--- src/rtl/instruction_decode_stage.sv ---
// Instruction decode stage: registers the fetched instruction and PC, splits
// the instruction fields, reads a 32x32 register file with write-through
// bypass, and resolves unconditional absolute jumps back to fetch. The one
// wrong-path instruction fetched behind a jump is squashed.
module instruction_decode_stage #(
  parameter int          DATA_W      = 32,
  parameter int          REG_ADDR_W  = 5,
  parameter int          NUM_REGS    = 32,
  parameter logic [5:0]  JUMP_OPCODE = 6'b000010
) (
  input  logic                  clk,
  input  logic                  rst_n,
  input  logic                  if_valid,
  input  logic [DATA_W-1:0]     if_instruction,
  input  logic [DATA_W-1:0]     if_pc,
  input  logic                  id_stall,
  input  logic                  id_flush,
  input  logic                  wb_en,
  input  logic [REG_ADDR_W-1:0] wb_addr,
  input  logic [DATA_W-1:0]     wb_data,
  output logic                  id_valid,
  output logic [5:0]            id_opcode,
  output logic [REG_ADDR_W-1:0] id_rs_addr,
  output logic [REG_ADDR_W-1:0] id_rt_addr,
  output logic [REG_ADDR_W-1:0] id_rd_addr,
  output logic [DATA_W-1:0]     id_rs_data,
  output logic [DATA_W-1:0]     id_rt_data,
  output logic [DATA_W-1:0]     id_imm,
  output logic [DATA_W-1:0]     id_pc,
  output logic                  jump_taken,
  output logic [DATA_W-1:0]     jump_target
);

  typedef enum logic {RUN, SQUASH} state_t;

  state_t                  state;
  logic [DATA_W-1:0]       regs [NUM_REGS];

  logic [5:0]              opcode_p0;
  logic [REG_ADDR_W-1:0]   rs_addr_p0;
  logic [REG_ADDR_W-1:0]   rt_addr_p0;
  logic [DATA_W-1:0]       rs_read_p0;
  logic [DATA_W-1:0]       rt_read_p0;
  logic                    capture_p0;

  logic                    vld_p1;
  logic [DATA_W-1:0]       instr_p1;
  logic [DATA_W-1:0]       pc_p1;
  logic [DATA_W-1:0]       rs_data_p1;
  logic [DATA_W-1:0]       rt_data_p1;
  logic                    jump_p1;

  // Sign-extend the 16-bit immediate to the datapath width.
  function automatic logic [DATA_W-1:0] sign_ext16(input logic signed [15:0] imm);
    logic signed [DATA_W-1:0] wide;
    wide = DATA_W'(imm);
    return wide;
  endfunction

  // ---- Stage p0: field split and bypassed register reads of the incoming instruction
  assign opcode_p0  = if_instruction[31:26];
  assign rs_addr_p0 = if_instruction[25:21];
  assign rt_addr_p0 = if_instruction[20:16];
  assign capture_p0 = !id_stall && !id_flush;

  // Combinational reads; a same-cycle writeback to the read index wins over the array.
  always_comb begin
    rs_read_p0 = '0;
    rt_read_p0 = '0;
    if (rs_addr_p0 != '0)
      rs_read_p0 = (wb_en && wb_addr == rs_addr_p0) ? wb_data : regs[rs_addr_p0];
    if (rt_addr_p0 != '0)
      rt_read_p0 = (wb_en && wb_addr == rt_addr_p0) ? wb_data : regs[rt_addr_p0];
  end

  // Register file write port; r0 is never written so it always reads zero.
  always_ff @(posedge clk or negedge rst_n) begin
    if (!rst_n) begin
      for (int i = 0; i < NUM_REGS; i++) regs[i] <= '0;
    end else if (wb_en && wb_addr != '0) begin
      regs[wb_addr] <= wb_data;
    end
  end

  // ---- Stage p1: pipeline register, squash FSM and jump pulse
  // Flush beats stall; a held instruction keeps tracking writebacks to its sources.
  always_ff @(posedge clk or negedge rst_n) begin
    if (!rst_n) begin
      state      <= RUN;
      vld_p1     <= 1'b0;
      instr_p1   <= '0;
      pc_p1      <= '0;
      rs_data_p1 <= '0;
      rt_data_p1 <= '0;
      jump_p1    <= 1'b0;
    end else begin
      jump_p1 <= 1'b0;
      if (id_flush) begin
        vld_p1 <= 1'b0;
        state  <= RUN;
      end else if (id_stall) begin
        if (vld_p1 && wb_en && wb_addr != '0) begin
          if (wb_addr == instr_p1[25:21]) rs_data_p1 <= wb_data;
          if (wb_addr == instr_p1[20:16]) rt_data_p1 <= wb_data;
        end
      end else if (capture_p0) begin
        instr_p1   <= if_instruction;
        pc_p1      <= if_pc;
        rs_data_p1 <= rs_read_p0;
        rt_data_p1 <= rt_read_p0;
        if (state == SQUASH) begin
          vld_p1 <= 1'b0;
          state  <= RUN;
        end else begin
          vld_p1 <= if_valid;
          if (if_valid && opcode_p0 == JUMP_OPCODE) begin
            state   <= SQUASH;
            jump_p1 <= 1'b1;
          end
        end
      end
    end
  end

  assign id_valid    = vld_p1;
  assign id_opcode   = instr_p1[31:26];
  assign id_rs_addr  = instr_p1[25:21];
  assign id_rt_addr  = instr_p1[20:16];
  assign id_rd_addr  = instr_p1[15:11];
  assign id_rs_data  = rs_data_p1;
  assign id_rt_data  = rt_data_p1;
  assign id_imm      = sign_ext16(instr_p1[15:0]);
  assign id_pc       = pc_p1;
  assign jump_taken  = jump_p1;
  assign jump_target = {pc_p1[DATA_W-1:DATA_W-6], instr_p1[25:0]};

endmodule
--- config.mk ---
export PLATFORM = sky130hd
export DESIGN_NAME = instruction_decode_stage
export DESIGN_NICKNAME = d
export VERILOG_FILES = /design/src/rtl/instruction_decode_stage.sv
export SDC_FILE = /design/constraint.sdc
export NUM_CORES = 2
export LEC_CHECK = 0
export CORE_UTILIZATION = 35
export DETAILED_ROUTE_END_ITERATION = 6
export PLACE_DENSITY_LB_ADDON = 0.1
export SYNTH_ARGS = -nofsm -noshare
export SYNTH_HDL_FRONTEND = slang
export SYNTH_SLANG_ARGS = --single-unit
--- constraint.sdc ---
create_clock -name clk -period 5.5 [get_ports clk]
set_clock_uncertainty 0.05 [all_clocks]
set_input_delay 0.825 -clock clk [delete_from_list [all_inputs] [get_ports clk]]
set_output_delay 0.825 -clock clk [all_outputs]
set_load 0.02 [all_outputs]
# --- After elaboration in Yosys (flattened, before gate mapping) ---
# Index checks and enable logic that the tools add are counted.
classes:
  order_cmp: 4
  mux: 33
  eq_ne: 9
  n_bitwise: 5
  reduce_logical: 19
ops:
  columns: ["operator", "n"]
  rows:
  - ["1024-bit bitwise mux", 1]
  - ["32-bit 2-to-1 mux", 17]
  - ["32-bit binary-select mux with 5-bit select", 2]
  - ["32-bit demux with 5-bit select", 1]
  - ["5-bit == test", 4]
  - ["6-bit greater-or-equal comparator, second input constant", 3]
  - ["5-bit NOT with 6-bit output", 3]
  - ["5-bit nonzero test", 3]
  - ["1-bit 2-to-1 mux", 12]
  - ["1-bit logical AND", 8]
  - ["2-bit by 1-bit inequality test with 1-bit output, second input constant", 4]
  - ["4-bit AND reduction", 2]
  - ["6-bit by 2-bit == test with 1-bit output, second input constant", 1]
  - ["6-bit by 1-bit less-than comparator with 1-bit output, second input constant", 1]
  - ["2-bit nonzero test", 2]
  - ["3-bit AND reduction", 1]
  - ["1-bit logical NOT", 2]
  - ["1-bit NOT", 2]
  - ["2-bit AND reduction", 1]
word_totals:
  in_bits: 107
  register_bits: 1155
  out_inout_bits: 183
  elab_cells: 109

# --- Longest topological paths before layout ---
depth:
  word_depth: 8
  depth_mapped: 9
  mapped_depth_nobuf: 5

# --- Worst setup path before layout ---
# OpenSTA, ideal clock, no wires.
synth_timing:
  kind: "in2reg"
  from: "in if_instruction[18]"
  to: "reg rt_data_p1[10], in the netlist id_rt_data[10]"
  path_slack_ns: 2.690
  setup_ns: 0.142
  required_ns: 5.308
  arrival_time_ns: 2.618
  path_buffers: 3
  stages: 7
  cell_sequence: "buf_2 clkbuf_1 clkbuf_1 mux4_2 mux4_2 mux2i_1 o221ai_1"
synth_between:
  elab_chain_cells: 8
  elab_cells_between_ends: 11
  cone_classes: "eq/ne (1); mux (7); bitwise (1); reduce/logical (2)"
synth_rtl:
  columns: ["item", "line", "text"]
  rows:
  - ["start: declaration", "14", "input logic [DATA_W-1:0] if_instruction,"]
  - ["5-bit NOT with 6-bit output (not written as such)", "73", "rt_read_p0 = (wb_en && wb_addr == rt_addr_p0) ? wb_data : regs[rt_addr_p0];"]
  - ["32-bit binary-select mux with 5-bit select", "73", null]
  - ["32-bit 2-to-1 mux (not written as such) (2 in series)", "73", null]
  - ["32-bit 2-to-1 mux", "73", null]
  - ["32-bit 2-to-1 mux (*)", "72", "if (rt_addr_p0 != '0)"]
  - ["32-bit 2-to-1 mux (*)", "106", "end else if (capture_p0) begin"]
  - ["32-bit 2-to-1 mux (*)", "101", "end else if (id_stall) begin"]
  - ["end signal: assignment", "104", "if (wb_addr == instr_p1[20:16]) rt_data_p1 <= wb_data;"]
  - ["end signal: assignment", "110", "rt_data_p1 <= rt_read_p0;"]
  - ["end: declaration", "50", "logic [DATA_W-1:0] rt_data_p1;"]
# Mark *: on every way between the ends. The rest lies on a longest branch, timed or not. The select of a mux whose other input is x is not followed.
# A chain may end at the register's enable or synchronous reset.

# --- Final worst setup path ---
layout_timing:
  from: "in wb_addr[4]"
  to: "reg rt_data_p1[30], in the netlist id_rt_data[30]"
layout_between:
  elab_chain_cells: 6
  elab_cells_between_ends: 12
  cone_classes: "eq/ne (4); mux (4); reduce/logical (4)"
layout_rtl:
  columns: ["item", "line", "text"]
  rows:
  - ["start: declaration", "19", "input logic [REG_ADDR_W-1:0] wb_addr,"]
  - ["5-bit == test", "73", null]
  - ["1-bit logical AND", "73", null]
  - ["32-bit 2-to-1 mux", "73", null]
  - ["32-bit 2-to-1 mux", "72", null]
  - ["32-bit 2-to-1 mux", "106", null]
  - ["32-bit 2-to-1 mux", "101", null]
# Parallel ways exist; a longest one is shown, timed or not. The select of a mux whose other input is x is not followed.

==> results by group <==
Floorplanning
  • Std cell rows: 150
  • Width of the chip: around 410 um
  • Initial Util: 0.354
  • Die footprint: approximately 170000 um2
  • Core region area: approximately 170000 um2
  • Die H: ~410 um
  • Io pins: between 200 and 300

Timing
  • Unrepaired setup endpoints after global routing: false
  • Max Freq: around 230 MHz
  • Min Hold Slack: -0.00754 ns
  • Fin. Hold Viols: 2
  • Worst slew margin: 0.173
  • Minimum clock period: 4.29 ns
  • Fin. max-slew vios: 0
  • Worst-Margin Slew: 1.24 ns
  • Period utilization: 0.781
  • Fin Setup TNS: 0 ns
  • Final Setup Violations: 0

CTS
  • Clock latency on the worst-skew pair: approximately 0.79 ns
  • Clock Path Buffers: 3
  • CTS tree: done
  • Post-cts resize count: 0
  • H-Tree Depth: 4
  • Hold Buf Count CTS: 0
  • Num Clock Sinks: approximately 1200
  • Root Driver: clkbuf_16
  • CTS buffer count: about 140
  • Post CTS Setup Buffer Count: 0
  • Clock transition at the registers of the reported paths: 0.07 ns

Yosys
  • Mean post-synth cell area: 13.0 um2
  • Synth warnings: 0
  • Netlist cell types: 43
  • Post-synth net total: 4674
  • Leading area contributor after synthesis: dfrtp_1
  • Top-area cell type share of the netlist area: 0.487
  • Largest cells by area after synthesis: dfrtp_1, mux4_2, mux2_2
  • Synth Cell Area: between 50000 and 60000 um2
  • Synthesized flop and latch total: between 1000 and 1500
  • Syn Inst Count: 4567
  • Seq/Total Area, Yosys: 0.487

Worst setup path
  • CP Data Required Time: 6.05 ns
  • Critical Path Start Type: input port
  • Crit path max fanout: 34
  • Setup Crit Path Kind: in -> reg
  • CP Data Arrival Time: 4.84 ns
  • Crit. End Element: register

Global route
  • Largest net degree at the start of global routing: between 100 and 150
  • Total global routing overflow: 0
  • Global-route wire length before repair: 313 mm
  • Initial antenna violation count: 14
  • Global Route Usage Sum: 0.255
  • Number of global-route vias before repair: a little over 40000

Route
  • Drt drc: 1
  • Detail Route Antenna Nets: 0
  • DRT Wirelength: 216 mm
  • Vias: approximately 40000
  • Drt first-iter violations: approximately 3600
  • Via density: between 5 and 6
  • Initial DRT Pass Iterations: 7
  • Avg WL per Cell: 31.4 um

Min path
  • HP Class: in -> async

Power and ir drop
  • Tot Pwr: approximately 0.026 W
  • Max VDD drop: ~0.00027 V
  • Leak: 29.4 nW
  • PD cells: 380 nW/um2

Cells and area
  • Nets: between 4000 and 5000
  • Layout cells sized above 1: 0.320
  • Leading cell types in the layout, fill and taps excluded: dfrtp_1, nand2_1, mux2_2
  • Post-layout util: 0.411
  • Commonest non-fill, non-tap cell in the layout: dfrtp_1
  • Area Growth Syn to Fin: 16.3%

Place
  • GP Congestion: about 0.80
  • Post-DP HPWL: 130 mm
  • Port Buffers: about 290

Status
  • Failing checks: design-rule violations, negative hold slack
  • Status: finished, violations left

Run
  • Max Cap Violations: 0
## routing by layer
metal	vias up	routed length [um]	track usage
met2	1239	102000	0.404
met4	6	7190	0.0842
met5	-	45	0
met3	324	10500	0.0352
li1	16957	-	-
met1	21672	96500	0.360
## path summary, 6_finish.rpt
kind                                             start                    endpoint  slack (ns)  cells after the start
max in group asynchronous                        rst_n       regs[172]$_DFFE_PN0P_        4.08                      2
worst min register to register  regs[1016]$_DFFE_PN0P_      regs[1016]$_DFFE_PN0P_        0.34                      0
min in group clk                regs[1016]$_DFFE_PN0P_      regs[1016]$_DFFE_PN0P_        0.34                      0
worst min-delay path                             rst_n       regs[988]$_DFFE_PN0P_      -0.008                      1
worst max register to register    id_valid$_DFFE_PN0P_   id_rt_data[2]$_DFFE_PN0P_        2.34                      5
worst max-delay path                        wb_addr[4]  id_rt_data[30]$_DFFE_PN0P_        1.21                      6
## power by group
group          internal (W)  switching (W)
combinational       0.00292        0.00240
sequential           0.0101        0.00134
clock               0.00569        0.00384
total                0.0187        0.00758
## worst max-delay path, cell delays in order
cell             delay, ns
clkdlybuf4s50_1       0.64
nor3_1                0.94
a211oi_2              0.29
nor2_4                0.90
or4_2                 0.97
o221ai_1              0.25
## cells in the mapped netlist
cell          n
and3b_1       1
or2_2         1
o2bb2ai_1     4
nand3_1       3
buf_1        15
o21ai_0     540
buf_6         3
mux4_2      512
o21a_1        1
nor4bb_1      1
nor2_1       58
nor3_1        4
nand3b_1      5
or3b_2        1
buf_2       120
xor2_1        9
a41o_1       33
inv_1        33
xnor2_1      11
o221ai_1     32
nand4_1       1
a211oi_2      1
clkbuf_1    352
or4_1         1
buf_4        59
o31a_1        1
a22o_1        4
mux2_2      580
a31o_2        1
mux2i_1     220
or3_1         1
dfrtp_1    1155
a41oi_1       2
a22oi_1      60
a21oi_1       7
nor3b_1       5
nor4_1        2
and2_1        3
o211ai_1     60
nor2b_1       4
and3_1        3
nand2_1     626
a32oi_1      32
## sequential cells by signal, indices dropped and copies added, names as in the netlist
register    count
regs         1024
id_pc          32
id_rs_data     32
id_rt_data     32
instr_p1       32
id_valid        1
jump_taken      1
state           1
## final cells by class
type | count | area (um2)
antenna | 4 | 10.0
clock buffer | 205 | 4160
clock inverter | 38 | 490
fill | 15740 | 98800
inverter | 33 | 124
multi-input combinational | 2830 | 28200
sequential | 1155 | 28900
tap | 2204 | 2760
timing repair buffer | 421 | 4380
## cell families after synthesis
| family | synth area share |
|---|---|
| flops | 0.487 |
| simple gates | 0.0473 |
| compound gates | 0.0784 |
| buf+inv | 0.0434 |
| xor+xnor | 0.00295 |
| mux | 0.341 |
## stage by stage
stage          cell area, um2  setup WS [ns]  hold WS [ns]  instances
6_report                69000           1.21      -0.00754       6890
5_1_grt                 69000           1.06        0.0369       6886
4_1_cts                 69000           1.32        0.0396       6886
3_5_place_dp            64400          0.484         0.333       6643
3_3_place_gp            64400          0.528         0.333       6643
2_1_floorplan           59400           2.69         0.391       4567
No activity file was read; power rests on OpenSTA's default activity.
